`config.mk`:
```
export PLATFORM = sky130hd
export DESIGN_NAME = rsa_bitscan
export DESIGN_NICKNAME = d
export VERILOG_FILES = /design/src/rtl/rsa_pkg.sv /design/src/rtl/rsa_chunk_prienc.sv /design/src/rtl/rsa_bitscan.sv
export SDC_FILE = /design/constraint.sdc
export NUM_CORES = 2
export LEC_CHECK = 0
export BUFFER_PORTS_ARGS = -buffer_cell sky130_fd_sc_hd__buf_4
export CAP_MARGIN = 20
export CORE_AREA = 2 2 403 405
export CTS_CLUSTER_DIAMETER = 40
export CTS_CLUSTER_SIZE = 28
export DETAILED_ROUTE_END_ITERATION = 6
export DIE_AREA = 0 0 405 407
export GPL_ROUTABILITY_DRIVEN = 0
export GPL_TIMING_DRIVEN = 0
export PLACE_DENSITY = 0.57
export SYNTH_ARGS = -nofsm -noshare
export SYNTH_HDL_FRONTEND = slang
export SYNTH_HIERARCHICAL = 1
export SYNTH_SLANG_ARGS = --single-unit
```
`constraint.sdc`:
```
create_clock -name iClk -period 4.05 [get_ports iClk]
set_input_delay 0.2025 -clock iClk [delete_from_list [all_inputs] [get_ports iClk]]
set_output_delay 0.2025 -clock iClk [all_outputs]
set_load 0.01 [all_outputs]
```
`src/rtl/rsa_pkg.sv`:
```
// Shared constants, FSM encoding and width helper for the RSA bit scanner.
package rsa_pkg;

    function automatic int unsigned clog2(input int unsigned v);
        int unsigned r = 0;
        int unsigned x = 1;
        while (x < v) begin
            x = x << 1;
            r++;
        end
        return r;
    endfunction

    localparam logic RSA_SCAN_MSB = 1'b0;
    localparam logic RSA_SCAN_LSB = 1'b1;

    typedef enum logic {
        ST_IDLE = 1'b0,
        ST_SCAN = 1'b1
    } rsa_state_e;

endpackage

```
`src/rtl/rsa_chunk_prienc.sv`:
```
// Combinational priority encoder over one chunk: dir=0 highest set bit, dir=1 lowest.
module rsa_chunk_prienc
    import rsa_pkg::*;
#(
    parameter  int unsigned CHUNK_W = 32,
    localparam int unsigned POS_W   = clog2(CHUNK_W)
) (
    input  logic [CHUNK_W-1:0] chunk,
    input  logic               dir,
    output logic [POS_W-1:0]   pos,
    output logic               nz
);

    // Later hits overwrite earlier ones, so iteration order sets the priority.
    always_comb begin
        pos = '0;
        nz  = |chunk;
        if (dir == RSA_SCAN_MSB) begin
            for (int unsigned i = 0; i < CHUNK_W; i++) begin
                if (chunk[i]) pos = POS_W'(i);
            end
        end else begin
            for (int unsigned i = CHUNK_W; i > 0; i--) begin
                if (chunk[i-1]) pos = POS_W'(i - 1);
            end
        end
    end

endmodule

```
`src/rtl/rsa_bitscan.sv`:
```
// Multi-cycle bit-length / trailing-zero scanner, one CHUNK_W slice per cycle.
module rsa_bitscan
    import rsa_pkg::*;
#(
    parameter  int unsigned DATA_W  = 1024,
    parameter  int unsigned CHUNK_W = 32,
    localparam int unsigned NCHUNK  = DATA_W / CHUNK_W,
    localparam int unsigned OUT_W   = clog2(DATA_W + 1)
) (
    input  logic              iClk,
    input  logic              iRst,
    input  logic              iStart,
    input  logic              iMode,
    input  logic [DATA_W-1:0] iD,
    output logic              oBusy,
    output logic              oDone,
    output logic [OUT_W-1:0]  oNumBit,
    output logic              oZero
);

    localparam int unsigned CW_LOG = clog2(CHUNK_W);
    localparam int unsigned IDX_W  = (NCHUNK > 1) ? clog2(NCHUNK) : 1;
    localparam logic [IDX_W-1:0] IDX_LAST = IDX_W'(NCHUNK - 1);

    rsa_state_e         state_q, state_d;
    logic [DATA_W-1:0]  data_q,  data_d;
    logic               mode_q,  mode_d;
    logic [IDX_W-1:0]   idx_q,   idx_d;
    logic               done_q,  done_d;
    logic [OUT_W-1:0]   numbit_q, numbit_d;
    logic               zero_q,  zero_d;

    logic [CHUNK_W-1:0] chunk;
    logic [CW_LOG-1:0]  pos;
    logic               nz;
    logic               last;
    logic [OUT_W-1:0]   base;

    assign chunk = data_q[idx_q*CHUNK_W +: CHUNK_W];
    assign last  = (mode_q == RSA_SCAN_LSB) ? (idx_q == IDX_LAST) : (idx_q == '0);
    assign base  = OUT_W'(idx_q) << CW_LOG;

    rsa_chunk_prienc #(.CHUNK_W(CHUNK_W)) u_prienc (
        .chunk (chunk),
        .dir   (mode_q),
        .pos   (pos),
        .nz    (nz)
    );

    always_comb begin
        state_d  = state_q;
        data_d   = data_q;
        mode_d   = mode_q;
        idx_d    = idx_q;
        done_d   = 1'b0;
        numbit_d = numbit_q;
        zero_d   = zero_q;
        unique case (state_q)
            ST_IDLE: begin
                if (iStart) begin
                    state_d = ST_SCAN;
                    data_d  = iD;
                    mode_d  = iMode;
                    idx_d   = (iMode == RSA_SCAN_LSB) ? '0 : IDX_LAST;
                end
            end
            ST_SCAN: begin
                if (nz || last) begin
                    state_d = ST_IDLE;
                    done_d  = 1'b1;
                    zero_d  = ~nz;
                    if (nz) begin
                        numbit_d = (mode_q == RSA_SCAN_LSB) ? base + OUT_W'(pos)
                                                            : base + OUT_W'(pos) + OUT_W'(1);
                    end else begin
                        numbit_d = (mode_q == RSA_SCAN_LSB) ? OUT_W'(DATA_W) : '0;
                    end
                end else begin
                    idx_d = (mode_q == RSA_SCAN_LSB) ? idx_q + IDX_W'(1) : idx_q - IDX_W'(1);
                end
            end
            default: state_d = ST_IDLE;
        endcase
    end

    always_ff @(posedge iClk) begin
        if (iRst) begin
            state_q  <= ST_IDLE;
            data_q   <= '0;
            mode_q   <= 1'b0;
            idx_q    <= '0;
            done_q   <= 1'b0;
            numbit_q <= '0;
            zero_q   <= 1'b0;
        end else begin
            state_q  <= state_d;
            data_q   <= data_d;
            mode_q   <= mode_d;
            idx_q    <= idx_d;
            done_q   <= done_d;
            numbit_q <= numbit_d;
            zero_q   <= zero_d;
        end
    end

    assign oBusy   = (state_q == ST_SCAN);
    assign oDone   = done_q;
    assign oNumBit = numbit_q;
    assign oZero   = zero_q;

endmodule

```
==> results.md <==
* Die area at 0.165 mm²
* Top FF cell, synth: dfxtp_1
* CTS tree: done
* Detail Placement HPWL at a little over 200000 µm
* H-tree depth at 4
* GRT overflow at 0
* Max VDD drop at between 0.0004 and 0.0005 V
* Worst setup path startpoint: idx_q[1]$_SDFFE_PP0P_
* Multi-input logic area at 0.0236 mm²
* Pwr Density at approximately 440 mW/mm²
* Largest net degree at the start of global routing at 17
* # DRC at 0
* Reg2Reg Setup Slack at -0.66 ns
* Crit start category: register
* Fill cell count at 14900
* Worst Path Arrival at about 5.4 ns
* Clock slew at reported path FFs at approximately 0.050 ns
* Total clock sinks at 1044
* Max clock buf depth at 3
* DR WL/cell at 27.0 µm
* Vias in the first global route at about 52000
* Area Overhead vs Synth at 65.6%
* Dominant cells by area after synthesis: dfxtp_1 (47%), nand2_1 (17%), a21oi_1 (12%), mux4_2 (8.4%), mux2i_1 (4.2%)
* Fin crit period at roughly 4.7 ns
* Design area at 0.0740 mm²
* Crit path required time at 4.77 ns
* RR Startpoint: idx_q[1]$_SDFFE_PP0P_
* First-pass GRT wire length at 367000 µm
* Final hold slack at 0.196 ns
* Clock root buffer: clkbuf_16
* Post-synth EDFFs at 0
* Final worst slack at -0.657 ns
* RSZ-0062 raised after global routing: true
* Routed WL at 271000 µm
* DR vias/cell at 5.20
* Yosys Warn Count at 6
* GRT Total Usage at 0.314
* Hold path start: iD[236]
* WHS Endpoint: data_q[236]$_SDFFE_PP0P_
* Leakage power at 29.2 nW
* Post-place setup slack at -3.08 ns
* CTS Buf Count at 159
* Top cell type by total area after synthesis: dfxtp_1
* IO Pins at 1042
* Num rows at 147
* Hold depth at 4
* Crit end category: register
* MaxCap Viol Count at 0
* Syn nets at 6456
* Synth async-reset ratio at 0
* Post-DRT Antenna Nets at 0
* Final #Nets at 8746
* Core area at 0.160 mm²
* # port buffers at around 1000
* Cell Area, Synth at 0.0447 mm²
* Final Setup Violations at 18
* Cell variety after synth at 60
* Clk_lat worst skew at 0.81 ns
* Drt first-iter violations at 5075
* Hold Vio Cnt, Final at 0
* Max Transition Viols Final at 0
* #FFs+latches synth at 1044
* Status: complete, but fails checks
* Skew final at 0.0364 ns
* Most common cell after layout, fill and taps aside: nand2_1
* Sequential share of the synthesized area at 0.468
* Cells after Synth at around 5400
* CP max FO at 5
* Most frequent cells in the layout: nand2_1 (2070), buf_4 (1103), a21oi_1 (1051)
* Vias at 52200
* Total power at 0.0324 W
* Hold Path Class: in -> reg
* Placed Area at 0.0553 mm²
* Syn_area_per_cell at 8.24 µm²
* Tcrit/Tclk final at 1.16
* FF-to-FF End: oNumBit[10]$_SDFFE_PP0P_
* WS Path Type: reg -> reg
* Sequential cell area at about 0.021 mm²
* Layout cell share with drive strength beyond 1 at 0.249
* Worst slew pin tran at roughly 1.3 ns
* Fmax at 212 MHz
* Reg2reg path depth at 20
* Die W at roughly 410 µm
* Violated checks: setup timing
* Initial antenna violation count at 50
* Post-layout util at 0.462
* Initial Util at 0.279
* Die height at slightly above 400 µm
* Worst rel slew slack at 0.123
* Detailed Routing Iterations Pass 1 at 6
* Area share of the largest cell type after synthesis at 0.468
==> metal layers <==
layer	up-vias	track usage	routed length, µm	part of all wire
met5	-	0	260	0.00096
met4	40	0.197	19200	0.071
met3	904	0.0820	24000	0.089
met2	3015	0.494	121000	0.45
met1	25100	0.382	106000	0.39
li1	23100	-	-	-
==> power by group <==
part	switching [W]	internal (W)	total, W
clock network	0.00576	0.00854	0.0143
logic	0.00388	0.00295	0.00683
registers	0.000355	0.0109	0.0112
==> registers in the layout, summed over array words and instances, names as in the netlist <==
register / cells
oBusy: 1
data_q: 1024
oZero: 1
oNumBit: 11
mode_q: 1
idx_q: 5
oDone: 1
==> cell type report <==
| type | instances | area share |
|---|---|---|
| buffer | 458 | 0.0312 |
| tap | 2160 | 0.0365 |
| clock inverter | 112 | 0.0184 |
| antenna | 21 | 0.000710 |
| clock buffer | 182 | 0.0564 |
| multi-input combinational | 3902 | 0.319 |
| timing repair buffer | 2134 | 0.255 |
| inverter | 14 | 0.000710 |
| sequential | 1044 | 0.282 |
==> cells in the mapped netlist (4+ instances only) <==
master / number
dfxtp_1: 1044
mux2_2: 33
o22ai_1: 27
and2_1: 5
nor4_1: 5
nor3_1: 38
a211oi_1: 28
a311oi_1: 7
a221oi_2: 4
clkbuf_1: 340
buf_4: 15
o21ai_0: 9
or3_1: 7
nand3_1: 11
xnor2_1: 12
buf_1: 20
a21oi_1: 1055
nand4_1: 6
buf_2: 79
mux4_2: 167
nand2_1: 2071
a22oi_1: 31
mux2i_1: 186
o221ai_1: 33
nor2b_1: 8
inv_1: 14
nand2b_1: 5
nor2_1: 55
ha_1: 4
a221oi_1: 54
buf_6: 8
==> metrics by stage <==
stage               TNS, ns  cells
finish                -8.45  10000
global route          -9.77  10000
CTS                   -7.78   9990
detailed placement   -51.16   8632
global placement     -68.77   8623
floorplan                 0   5423
==> worst max-delay path, stage by stage, from the launching register on <==
cell      delay, ns
dfxtp_2        0.33
buf_6          0.13
buf_12         0.11
buf_12         0.14
buf_16         0.16
mux4_2         0.65
mux2_4         0.32
a221oi_4       0.52
nor3_4         0.09
or4_4          0.53
o211ai_2       0.16
a21boi_2       0.07
o21ai_2        0.10
o31a_1         0.23
and4b_2        0.32
buf_4          0.13
buf_6          0.08
nand3_2        0.07
o32ai_2        0.27
mux2i_1        0.11
nor2_1         0.10
==> worst max path at each step <==
stage                               end  slack (ns)  depth (start not counted)
4_1_cts         oNumBit[8]$_SDFFE_PP0P_       -0.60                         18
2_1_floorplan   oNumBit[9]$_SDFFE_PP0P_        0.16                         18
5_1_grt         oNumBit[8]$_SDFFE_PP0P_       -0.74                         18
3_3_place_gp    oNumBit[8]$_SDFFE_PP0P_       -2.88                         17
3_5_place_dp    oNumBit[8]$_SDFFE_PP0P_       -3.08                         16
6_report       oNumBit[10]$_SDFFE_PP0P_       -0.66                         20
==> cell families after synthesis <==
logic type      count (synthesis)  synth area share
simple gates                 2222             0.191
compound gates               1277             0.158
flops                        1044             0.468
buf+inv                       477            0.0449
mux                           386             0.134
xor+xnor                       12           0.00235
fa+ha+maj                       5           0.00157
==> what timing repair did <==
action | 4_1_cts | 5_1_grt
setup buffers | 39 | 17
pin swaps | 51 | 45
gates resized for setup | 361 | 88
gates cloned | 4 | 0
hold buffers | 1025 | 0
endpoints found under the setup margin | 19 | 19
endpoints found under the hold margin | 1030 | 0
(Power assumes the default switching activity.)
